`src/rtl/sb_pkg.sv`:
```
// Shared sideband receive definitions: default message geometry and the
// per-cycle status record consumed by the status aggregators.
package sb_pkg;

  localparam int SB_MSG_WIDTH            = 128;
  localparam int SB_DEFAULT_IDLE_TIMEOUT = 32;

  typedef struct packed {
    logic overflow;
    logic frame_err;
  } sb_rx_status_t;

endpackage

```
`src/rtl/sb_sync_fifo.sv`:
```
// Small synchronous FIFO with a combinational head, falling-edge state and
// acceptance of a push into a full FIFO when the same edge pops.
module sb_sync_fifo #(
  parameter int WIDTH = 128,
  parameter int DEPTH = 2,
  localparam int PW = (DEPTH > 1) ? $clog2(DEPTH) : 1,
  localparam int LW = $clog2(DEPTH + 1)
) (
  input  logic             clk,
  input  logic             rst,
  input  logic             push,
  input  logic [WIDTH-1:0] push_data,
  input  logic             pop,
  output logic [WIDTH-1:0] head,
  output logic             full,
  output logic             empty,
  output logic [LW-1:0]    level
);

  logic [WIDTH-1:0] mem [DEPTH];
  logic [PW-1:0]    wr_ptr;
  logic [PW-1:0]    rd_ptr;
  logic             do_push;
  logic             do_pop;

  // Pointers wrap at DEPTH, which need not be a power of two.
  function automatic logic [PW-1:0] next_ptr(input logic [PW-1:0] p);
    return (p == PW'(DEPTH - 1)) ? '0 : p + 1'b1;
  endfunction

  assign full    = (level == LW'(DEPTH));
  assign empty   = (level == '0);
  assign do_pop  = pop && !empty;
  assign do_push = push && (!full || do_pop);
  assign head    = mem[rd_ptr];

  always_ff @(negedge clk or posedge rst) begin
    if (rst) begin
      wr_ptr <= '0;
      rd_ptr <= '0;
      level  <= '0;
      for (int i = 0; i < DEPTH; i++) begin
        mem[i] <= '0;
      end
    end else begin
      if (do_push) begin
        mem[wr_ptr] <= push_data;
        wr_ptr      <= next_ptr(wr_ptr);
      end
      if (do_pop) begin
        rd_ptr <= next_ptr(rd_ptr);
      end
      case ({do_push, do_pop})
        2'b10:   level <= level + 1'b1;
        2'b01:   level <= level - 1'b1;
        default: level <= level;
      endcase
    end
  end

endmodule

```
`src/rtl/sb_deser_fifo.sv`:
```
// Multi-lane sideband receive deserializer: assembles LSB-first beats into a
// message, aborts stalled partial frames and queues completed words.
module sb_deser_fifo
  import sb_pkg::*;
#(
  parameter int WIDTH        = SB_MSG_WIDTH,
  parameter int LANES        = 1,
  parameter int DEPTH        = 2,
  parameter int IDLE_TIMEOUT = SB_DEFAULT_IDLE_TIMEOUT,
  localparam int BEATS = WIDTH / LANES,
  localparam int CW    = (BEATS > 1) ? $clog2(BEATS) : 1,
  localparam int LW    = $clog2(DEPTH + 1),
  localparam int TW    = $clog2(IDLE_TIMEOUT + 1)
) (
  input  logic             clk,
  input  logic             rst,
  input  logic [LANES-1:0] in_data,
  input  logic             in_valid,
  output logic [WIDTH-1:0] out_data,
  output logic             out_valid,
  input  logic             out_ready,
  output logic [LW-1:0]    level,
  output logic             overflow,
  output logic             frame_err
);

  logic [CW-1:0]    beat;
  logic [WIDTH-1:0] shift;
  logic [WIDTH-1:0] word;
  logic [TW-1:0]    idle_cnt;
  logic             last_beat;
  logic             timeout;
  logic             pop;
  logic             full;
  logic             empty;
  sb_rx_status_t    status;

  // The word pushed on the final beat must already contain that beat.
  always_comb begin
    word = shift;
    word[int'(beat) * LANES +: LANES] = in_data;
  end

  assign last_beat = in_valid && (beat == CW'(BEATS - 1));
  assign timeout   = !in_valid && (beat != '0) && (idle_cnt == TW'(IDLE_TIMEOUT - 1));
  assign out_valid = !empty;
  assign pop       = out_valid && out_ready;

  always_ff @(negedge clk or posedge rst) begin
    if (rst) begin
      beat     <= '0;
      shift    <= '0;
      idle_cnt <= '0;
    end else if (in_valid) begin
      shift    <= word;
      beat     <= last_beat ? '0 : beat + 1'b1;
      idle_cnt <= '0;
    end else if (timeout) begin
      beat     <= '0;
      shift    <= '0;
      idle_cnt <= '0;
    end else if (beat != '0) begin
      idle_cnt <= idle_cnt + 1'b1;
    end else begin
      idle_cnt <= '0;
    end
  end

  // Status pulses land on the same edge as the event that raised them.
  always_ff @(negedge clk or posedge rst) begin
    if (rst) begin
      status <= '0;
    end else begin
      status.overflow  <= last_beat && full && !pop;
      status.frame_err <= timeout;
    end
  end

  assign overflow  = status.overflow;
  assign frame_err = status.frame_err;

  sb_sync_fifo #(
    .WIDTH (WIDTH),
    .DEPTH (DEPTH)
  ) u_fifo (
    .clk       (clk),
    .rst       (rst),
    .push      (last_beat),
    .push_data (word),
    .pop       (pop),
    .head      (out_data),
    .full      (full),
    .empty     (empty),
    .level     (level)
  );

endmodule

```
`config.mk`:
```
export PLATFORM = sky130hd
export DESIGN_NAME = sb_deser_fifo
export DESIGN_NICKNAME = d
export VERILOG_FILES = /design/src/rtl/sb_pkg.sv /design/src/rtl/sb_sync_fifo.sv /design/src/rtl/sb_deser_fifo.sv
export SDC_FILE = /design/constraint.sdc
export NUM_CORES = 1
export LEC_CHECK = 0
export BUFFER_PORTS_ARGS = -buffer_cell sky130_fd_sc_hd__clkbuf_2
export CAP_MARGIN = 40
export CORE_ASPECT_RATIO = 1.4
export CORE_MARGIN = 4
export CORE_UTILIZATION = 55
export DETAILED_ROUTE_END_ITERATION = 7
export PLACE_DENSITY = 0.74
export SLEW_MARGIN = 40
export SYNTH_ARGS = -nofsm -noshare
export SYNTH_HDL_FRONTEND = slang
export SYNTH_SLANG_ARGS = --single-unit
```
`constraint.sdc`:
```
create_clock -name clk -period 32.5 [get_ports clk]
set_input_delay 3.25 -clock clk [delete_from_list [all_inputs] [get_ports clk]]
set_output_delay 3.25 -clock clk [all_outputs]
set_load 0.02 [all_outputs]
```
# Word-level counts from Yosys, hierarchy flattened
# Cells that the tools add are included.
# Widths: inputs -> output; s select.
word_totals:
  register_bits: 403
  input_bits: 5
  out_inout_bits: 133
  word_cells: 65
op_classes:
  add_sub_neg: 7
  magnitude_cmp: 3
  eq_ne: 5
  shifts: 2
  muxes: 18
  bitwise_logic: 2
  n_reduce_logical: 18
op_table:
  columns: ["op", "n"]
  rows:
  - ["$mux 128", 6]
  - ["$bwmux 256", 1]
  - ["$bwmux 128", 1]
  - ["$demux 128 s1", 1]
  - ["$shift 1x33->128 const A", 1]
  - ["$shiftx 1x33->128", 1]
  - ["$neg 7->33", 1]
  - ["$mux 7", 3]
  - ["$mux 6", 3]
  - ["$logic_and 1x1->1", 9]
  - ["$add 7x1->7 const B", 1]
  - ["$eq 7x7->1 const B", 1]
  - ["$reduce_bool 7->1", 1]
  - ["$add 6x1->6 const B", 1]
  - ["$eq 6x5->1 const B", 1]
  - ["$eq 2x2->1 const B", 2]
  - ["$ge 2x2->1 const B", 2]
  - ["$logic_not 1->1", 4]
  - ["$not 1->2", 2]
  - ["$pmux 2 s2", 1]
  - ["$reduce_bool 2->1", 2]
  - ["$add 1x1->1 const B", 2]
  - ["$add 2x1->2 const B", 1]
  - ["$eq 2x1->1 const B", 1]
  - ["5 further kinds", 6]

# Depth between registers and ports, before layout
# Gate-level depths: netlist of the first run.
logic_depth:
  ltp_word: 8
  ltp_mapped: 15
  mapped_depth_nobuf: 11

# By module
# A second synthesis of the first run with hierarchy kept.
hier_totals:
  hier_cells: 1772
  area_unflattened_um2: 22076.2
modules_own_cells:
  columns: ["module", "n_inst", "cells_each", "area_each_um2", "seq_area_each_um2"]
  rows:
  - ["sb_sync_fifo", 1, 707, 12229.2, 6506.2]
  - ["sb_deser_fifo", 1, 1065, 9846.9, 3578.4]

==> results of run 1 <==
-- metal layers --
metal	GRT usage (%)	vias up	routed length, um
li1	-	6475	-
met1	36.6	7261	20500
met4	13.4	2	2850
met5	0	-	13
met2	47.4	577	26000
met3	4.45	159	3480
-- final timing paths --
kind,end,startpoint,slack (ns),cells after the start
worst max-delay path,u_fifo.mem[109],in_valid,10.35,7
worst min-delay path,idle_cnt[0],idle_cnt[0],0.40,1
worst max register to register,shift[92],beat[0],27.90,12
worst min register to register,idle_cnt[0],idle_cnt[0],0.40,1
max in group asynchronous,u_fifo.mem[118],rst,11.83,4
min in group asynchronous,u_fifo.mem[51],rst,18.93,2
-- power by group --
part           switching (mW)  total [mW]  internal (mW)
logic                   0.202       0.268         0.0661
registers              0.0275       0.551          0.524
clock network           0.198       0.472          0.274
-- sequential cells by signal, indices dropped and copies added, names as in the netlist --
name           flops
beat               7
idle_cnt           6
u_fifo.rd_ptr      1
u_fifo.mem       256
u_fifo.wr_ptr      1
u_fifo.level       2
overflow           1
shift            128
frame_err          1
-- cell type report --
cell class,instances,area (sq um)
multi-input combinational,1246,8090
inverter,14,65.1
tap,445,557
clock buffer,55,1160
timing repair buffer,162,907
sequential,403,10100
clock inverter,14,175
fill,2715,12400
-- logic make-up after synthesis --
group / after synthesis / share of synthesized area (%)
AND/OR/NAND/NOR: 643 / 14.6
flip-flops: 403 / 54.1
AO/OA/AOI/OAI: 338 / 12.5
multiplexers: 249 / 14.9
buffers and inverters: 134 / 3.09
XOR/XNOR: 11 / 0.516
adder cells (fa/ha/maj): 5 / 0.335
-- worst max-delay path: stages --
cell	delay [ns]
clkbuf_2	0.08
buf_4	0.45
nand2_1	0.11
nor3_1	0.51
and4_4	0.61
buf_4	0.71
mux2_2	0.43
-- layout by cell type (no fill, tap or decap), types with 8 or more instances in the layout --
master	netlist	final
clkbuf_8	0	10
o311ai_1	8	8
nor2_1	108	105
dfrtn_1	403	403
inv_1	13	12
o311ai_0	23	23
a21oi_1	68	68
o211ai_1	49	49
clkbuf_16	0	40
mux2_2	224	224
or3_1	9	9
a32o_1	14	14
buf_4	2	17
nand2_1	398	397
nand3_1	46	45
o31ai_1	36	36
o21ai_0	65	64
clkbuf_2	0	137
nor3_2	3	8
mux2i_1	24	24
nor3_1	34	28
nand4_1	8	8
==> key figures, run 1 <==
Power
  • VDD IR-drop max: 0.0000556 V
  • Power per cell area: 61.4 mW/mm^2
  • Power, Total: 1.29 mW
  • Leak pwr: 10.2 nW

Setup path
  • Crit Path Max Fanout: 62
  • WS Path Type: input pin to register
  • CP endpoint kind: register
  • CP Data Required Time: 16.63 ns
  • CP Launch Type: input pin
  • Worst EP arrival: 6.28 ns

Synthesis
  • Synth Instances: 1783
  • EDFF count, synth: 0
  • Mapped Area: 0.0187 sq mm
  • Sequential share of the synthesized area: 54.1%
  • Count leader, synth: dfrtn_1
  • Syn_nets: 1793
  • Synth async-reset ratio: 100%
  • Yosys cell types: 71
  • Synth Flop Type: dfrtn_1
  • Flop and latch count out of synthesis: 403
  • Share of the synthesized area in the top cell type: 54.1%
  • Mean Syn Cell Area: 10.5 sq um
  • Commonest cells in the synthesized netlist: dfrtn_1, nand2_1, mux2_2
  • Largest area contributor in the netlist: dfrtn_1
  • Ranking of synthesized cells by area: dfrtn_1, mux2_2, nand2_1
  • Syn. warnings: 0

Layout
  • Area grow syn2layout: 12.8%
  • Final Util: 63.0%
  • Nets@finish: 1877
  • Post-route cell area: 0.0210 sq mm
  • # diodes: 0
  • Layout cell share with drive strength beyond 1: 26.1%
  • Fin cells: 2339

STA
  • Setup WS post-layout: 10.35 ns
  • RSZ-0062 raised after global routing: false
  • Max Slew Vio Count: 0
  • Rel. slew slack: 39.6%
  • Worst Clk Skew: 0.0143 ns
  • Worst-margin pin slew: 0.906 ns
  • Worst hold slack: 0.395 ns
  • # setup viols final: 0
  • Fin. Hold Viols: 0
  • Total negative slack: 0 ns

Floorplanning
  • Die area: 0.0370 sq mm
  • Row count: 79
  • # IOs: 138
  • Core ar.: 0.0334 sq mm
  • Die H: 226 um
  • Initial Utilization: 55.8%
  • Die Wd: 164 um

Drt
  • DRC Markers: 0
  • Initial DRC count: 1419
  • Drt wl/cell: 22.6 um
  • Total wire length: 52900 um
  • Pre-antenna DRT Iters: 5
  • Vias: 14474
  • Detail-routed via count per cell: 6.19
  • Post-DRT Antenna Nets: 0

Placement
  • Post-DP HPWL: 35400 um
  • Port Buffers: 137
  • Setup WS pre-CTS: 9.83 ns
  • Placed cells: 2269
  • GP Congestion: 1.01
  • Placed inst area: 0.0197 sq mm

Clocking
  • Total CTS buffers: 40
  • # resized after CTS: 0
  • Clock transition at path regs: 0.05 ns
  • Maximum buffer depth of the clock tree: 3
  • Setup bufs post-CTS: 0
  • Post-CTS Hold Fix Bufs: 0
  • CTS tree: done
  • Clk root buf: clkbuf_16
  • Worst skew pair latency: 0.55 ns
  • CTS H-tree depth: 2
  • CTS Sinks: 403

Global route
  • First-pass GRT wire length: 82400 um
  • GRT Resource Usage Total: 28.4%
  • Initial antenna violation count: 1
  • Largest net degree at the start of global routing: 120
  • Total congestion overflow: 0
  • Vias in the first global route: 14428

Run
  • Max cap viols: 0

Min path
  • Worst Hold Class: register to register

Run status
  • Status: finished, final reports clean
No activity file was read; power rests on OpenSTA's default activity.
==> run 2, diff against run 1 <==
==> constraint.sdc (replaced) <==
create_clock -name clk -period 20.6 [get_ports clk]
set_input_delay 2.06 -clock clk [delete_from_list [all_inputs] [get_ports clk]]
set_output_delay 2.06 -clock clk [all_outputs]
set_load 0.02 [all_outputs]
==> run 2 against run 1 <==
Against the previous run: non-clock buffer count up 4; critical endpoint is now out_data[110]; utilization down 0.13 points; via count about the same; total power up 55%; sequential power up 58%; flip-flop and latch count unchanged; first-iteration DRC count up 2.7%.
==> key figures, run 2 (same netlist as run 1, synthesis figures left out) <==
STA
  • # setup viols final: 0 (unchanged)
  • Max Slew Vio Count: 0 (unchanged)
  • RSZ-0062 raised after global routing: false
  • Worst Clk Skew: 0.0230 ns (+0.00871 ns)
  • Rel. slew slack: 44.3% (+4.7 points)
  • Total negative slack: 0 ns (unchanged)
  • Worst hold slack: 0.394 ns (-0.00134 ns)
  • Fin. Hold Viols: 0 (unchanged)
  • Setup WS post-layout: 5.76 ns (-4.59 ns)
  • Worst-margin pin slew: 0.833 ns (-0.0726 ns)

Run
  • Max cap viols: 0 (unchanged)

Power
  • Power per cell area: 95.3 mW/mm^2 (+55%)
  • Reg power frac: 43.4% (+0.7 points)
  • Sw Share: 33.5% (+0.44 points)
  • Comb pwr share: 21.3% (+0.6 points)
  • Clk pwr share: 35.3% (-1.3 points)
  • VDD IR-drop max: 0.0000680 V (+22%)
  • Power, Total: 2.00 mW (+55%)
  • Pint: 1.33 mW (+54%)
  • Leak pwr: 10.2 nW (-0.14%)
  • P_sw: 0.671 mW (+57%)

Placement
  • Post-DP HPWL: 35600 um (+0.52%)
  • Port Buffers: 137 (unchanged)
  • Placed inst area: 0.0197 sq mm (+0.11%)
  • Placed cells: 2272 (+0.13%)
  • Setup WS pre-CTS: 5.31 ns (-4.53 ns)
  • GP Congestion: 0.955 (-5.1%)

Layout
  • Area grow syn2layout: 12.6%
  • Commonest non-fill, non-tap cell in the layout: dfrtn_1
  • Post-route cell area: 0.0210 sq mm (-0.21%)
  • Largest Register: u_fifo.mem
  • Fillcell total: 2765 (+1.8%)
  • Final Util: 62.8% (-0.13 points)
  • Fin cells: 2344 (+0.21%)
  • Commonest non-fill, non-tap cells in the layout: dfrtn_1, nand2_1, mux2_2
  • # diodes: 0 (unchanged)
  • Nets@finish: 1880 (+0.16%)
  • Layout cell share with drive strength beyond 1: 25.8% (-0.28 points)
  • Largest regs: u_fifo.mem x256, shift x128, beat x7
  • Max reg flops: 256 (unchanged)

Min path
  • Worst Hold End: idle_cnt[0]
  • Hold depth: 1 (unchanged)
  • Worst Hold Class: register to register
  • HP Start: idle_cnt[0]

Floorplanning
  • # IOs: 138 (unchanged)
  • Die H: 226 um (unchanged)
  • Row count: 79 (unchanged)
  • Core ar.: 0.0334 sq mm (unchanged)
  • Initial Utilization: 55.8% (unchanged)
  • Die Wd: 164 um (unchanged)
  • Die area: 0.0370 sq mm (unchanged)

Global route
  • Vias in the first global route: 14640 (+1.5%)
  • GRT Resource Usage Total: 28.6% (+0.19 points)
  • Total congestion overflow: 0 (unchanged)
  • Initial antenna violation count: 0 (-1)
  • First-pass GRT wire length: 82800 um (+0.52%)
  • Largest net degree at the start of global routing: 164 (+37%)

Drt
  • Vias: 14476 (+0.014%)
  • DRC Markers: 0 (unchanged)
  • Detail-routed via count per cell: 6.18 (-0.20%)
  • Post-DRT Antenna Nets: 0 (unchanged)
  • Initial DRC count: 1458 (+2.7%)
  • Drt wl/cell: 22.6 um (about the same)
  • Total wire length: 53000 um (+0.30%)
  • Pre-antenna DRT Iters: 5 (unchanged)

Setup path
  • CP endpoint kind: output port
  • Worst EP arrival: 12.78 ns (+6.50 ns)
  • Crit Path Max Fanout: 57 (-8.1%)
  • WS Path Type: register to output port
  • CP Data Required Time: 18.54 ns (+1.91 ns)
  • R2r setup slk: 16.06 ns (-11.84 ns)
  • CP Launch Type: register
  • Critical path's top delay family: buffers and inverters
  • Largest stage delay on the critical path: 0.67 ns (-0.04 ns)
  • Crit path buf inv count: 2 (-1)
  • Worst path cell trace: buf_4, mux2_2, clkbuf_2
  • End of the worst register-to-register path: shift[45]
  • Slowest cell on crit path: buf_4
  • RR Startpoint: beat[0]
  • R2R depth: 10 (-2)

Clocking
  • CTS Sinks: 403 (unchanged)
  • Worst skew pair latency: 0.56 ns (about the same)
  • Post-CTS Hold Fix Bufs: 0 (unchanged)
  • CTS H-tree depth: 2 (unchanged)
  • # resized after CTS: 0 (unchanged)
  • Clock transition at path regs: 0.05 ns (about the same)
  • Setup bufs post-CTS: 0 (unchanged)
  • Clk root buf: clkbuf_16
  • CTS tree: done
  • Maximum buffer depth of the clock tree: 3 (unchanged)
  • Total CTS buffers: 39 (-2.5%)

Run status
  • Status: finished, final reports clean
run 2: cell count changes in the layout (fill, tap and decap cells not counted), sizes merged:
cell	delta
clkbuf	+5
buf	+3
bufinv	-2
clkinvlp	-1
run 2: area by class of cell:
cell class | instances | area, sq um | share of cell area (%)
Inverter | 14 | 56.3 | 0.268
Tap cell | 445 | 557 | 2.65
Timing Repair Buffer | 166 | 962 | 4.58
Clock buffer | 59 | 1140 | 5.44
Sequential cell | 403 | 10100 | 48.0
Multi-Input combinational cell | 1246 | 8090 | 38.5
Clock inverter | 11 | 106 | 0.507
run 2: metal layers:
| layer | GRT usage [%] | part of all wire, % | up-vias |
|---|---|---|---|
| met5 | 0 | 0 | - |
| met4 | 14.3 | 5.7 | 0 |
| met3 | 4.13 | 6.7 | 165 |
| met2 | 46.8 | 49 | 600 |
| met1 | 37.6 | 39 | 7207 |
| li1 | - | - | 6504 |
run 2: power groups by stage:
stage	sequential [mW]	clock (mW)	combinational, mW
global route	0.872	0.745	0.447
detailed placement	0.882	0	0.409
finish	0.869	0.706	0.427
CTS	0.868	0.716	0.411
global placement	0.880	0	0.400
floorplan	0.860	0	0.286
run 2: worst max-delay path by stage:
stage,from,endpoint,slack (ns),cells after the start
final,u_fifo.rd_ptr,out_data[110],5.76,3
after global routing,u_fifo.rd_ptr,out_data[110],5.69,3
after CTS,u_fifo.rd_ptr,out_data[110],5.74,3
after detailed placement,in_valid,u_fifo.mem[73],5.31,8
after global placement,in_valid,u_fifo.mem[106],5.36,8
after floorplan,rst,beat[0],3.01,1
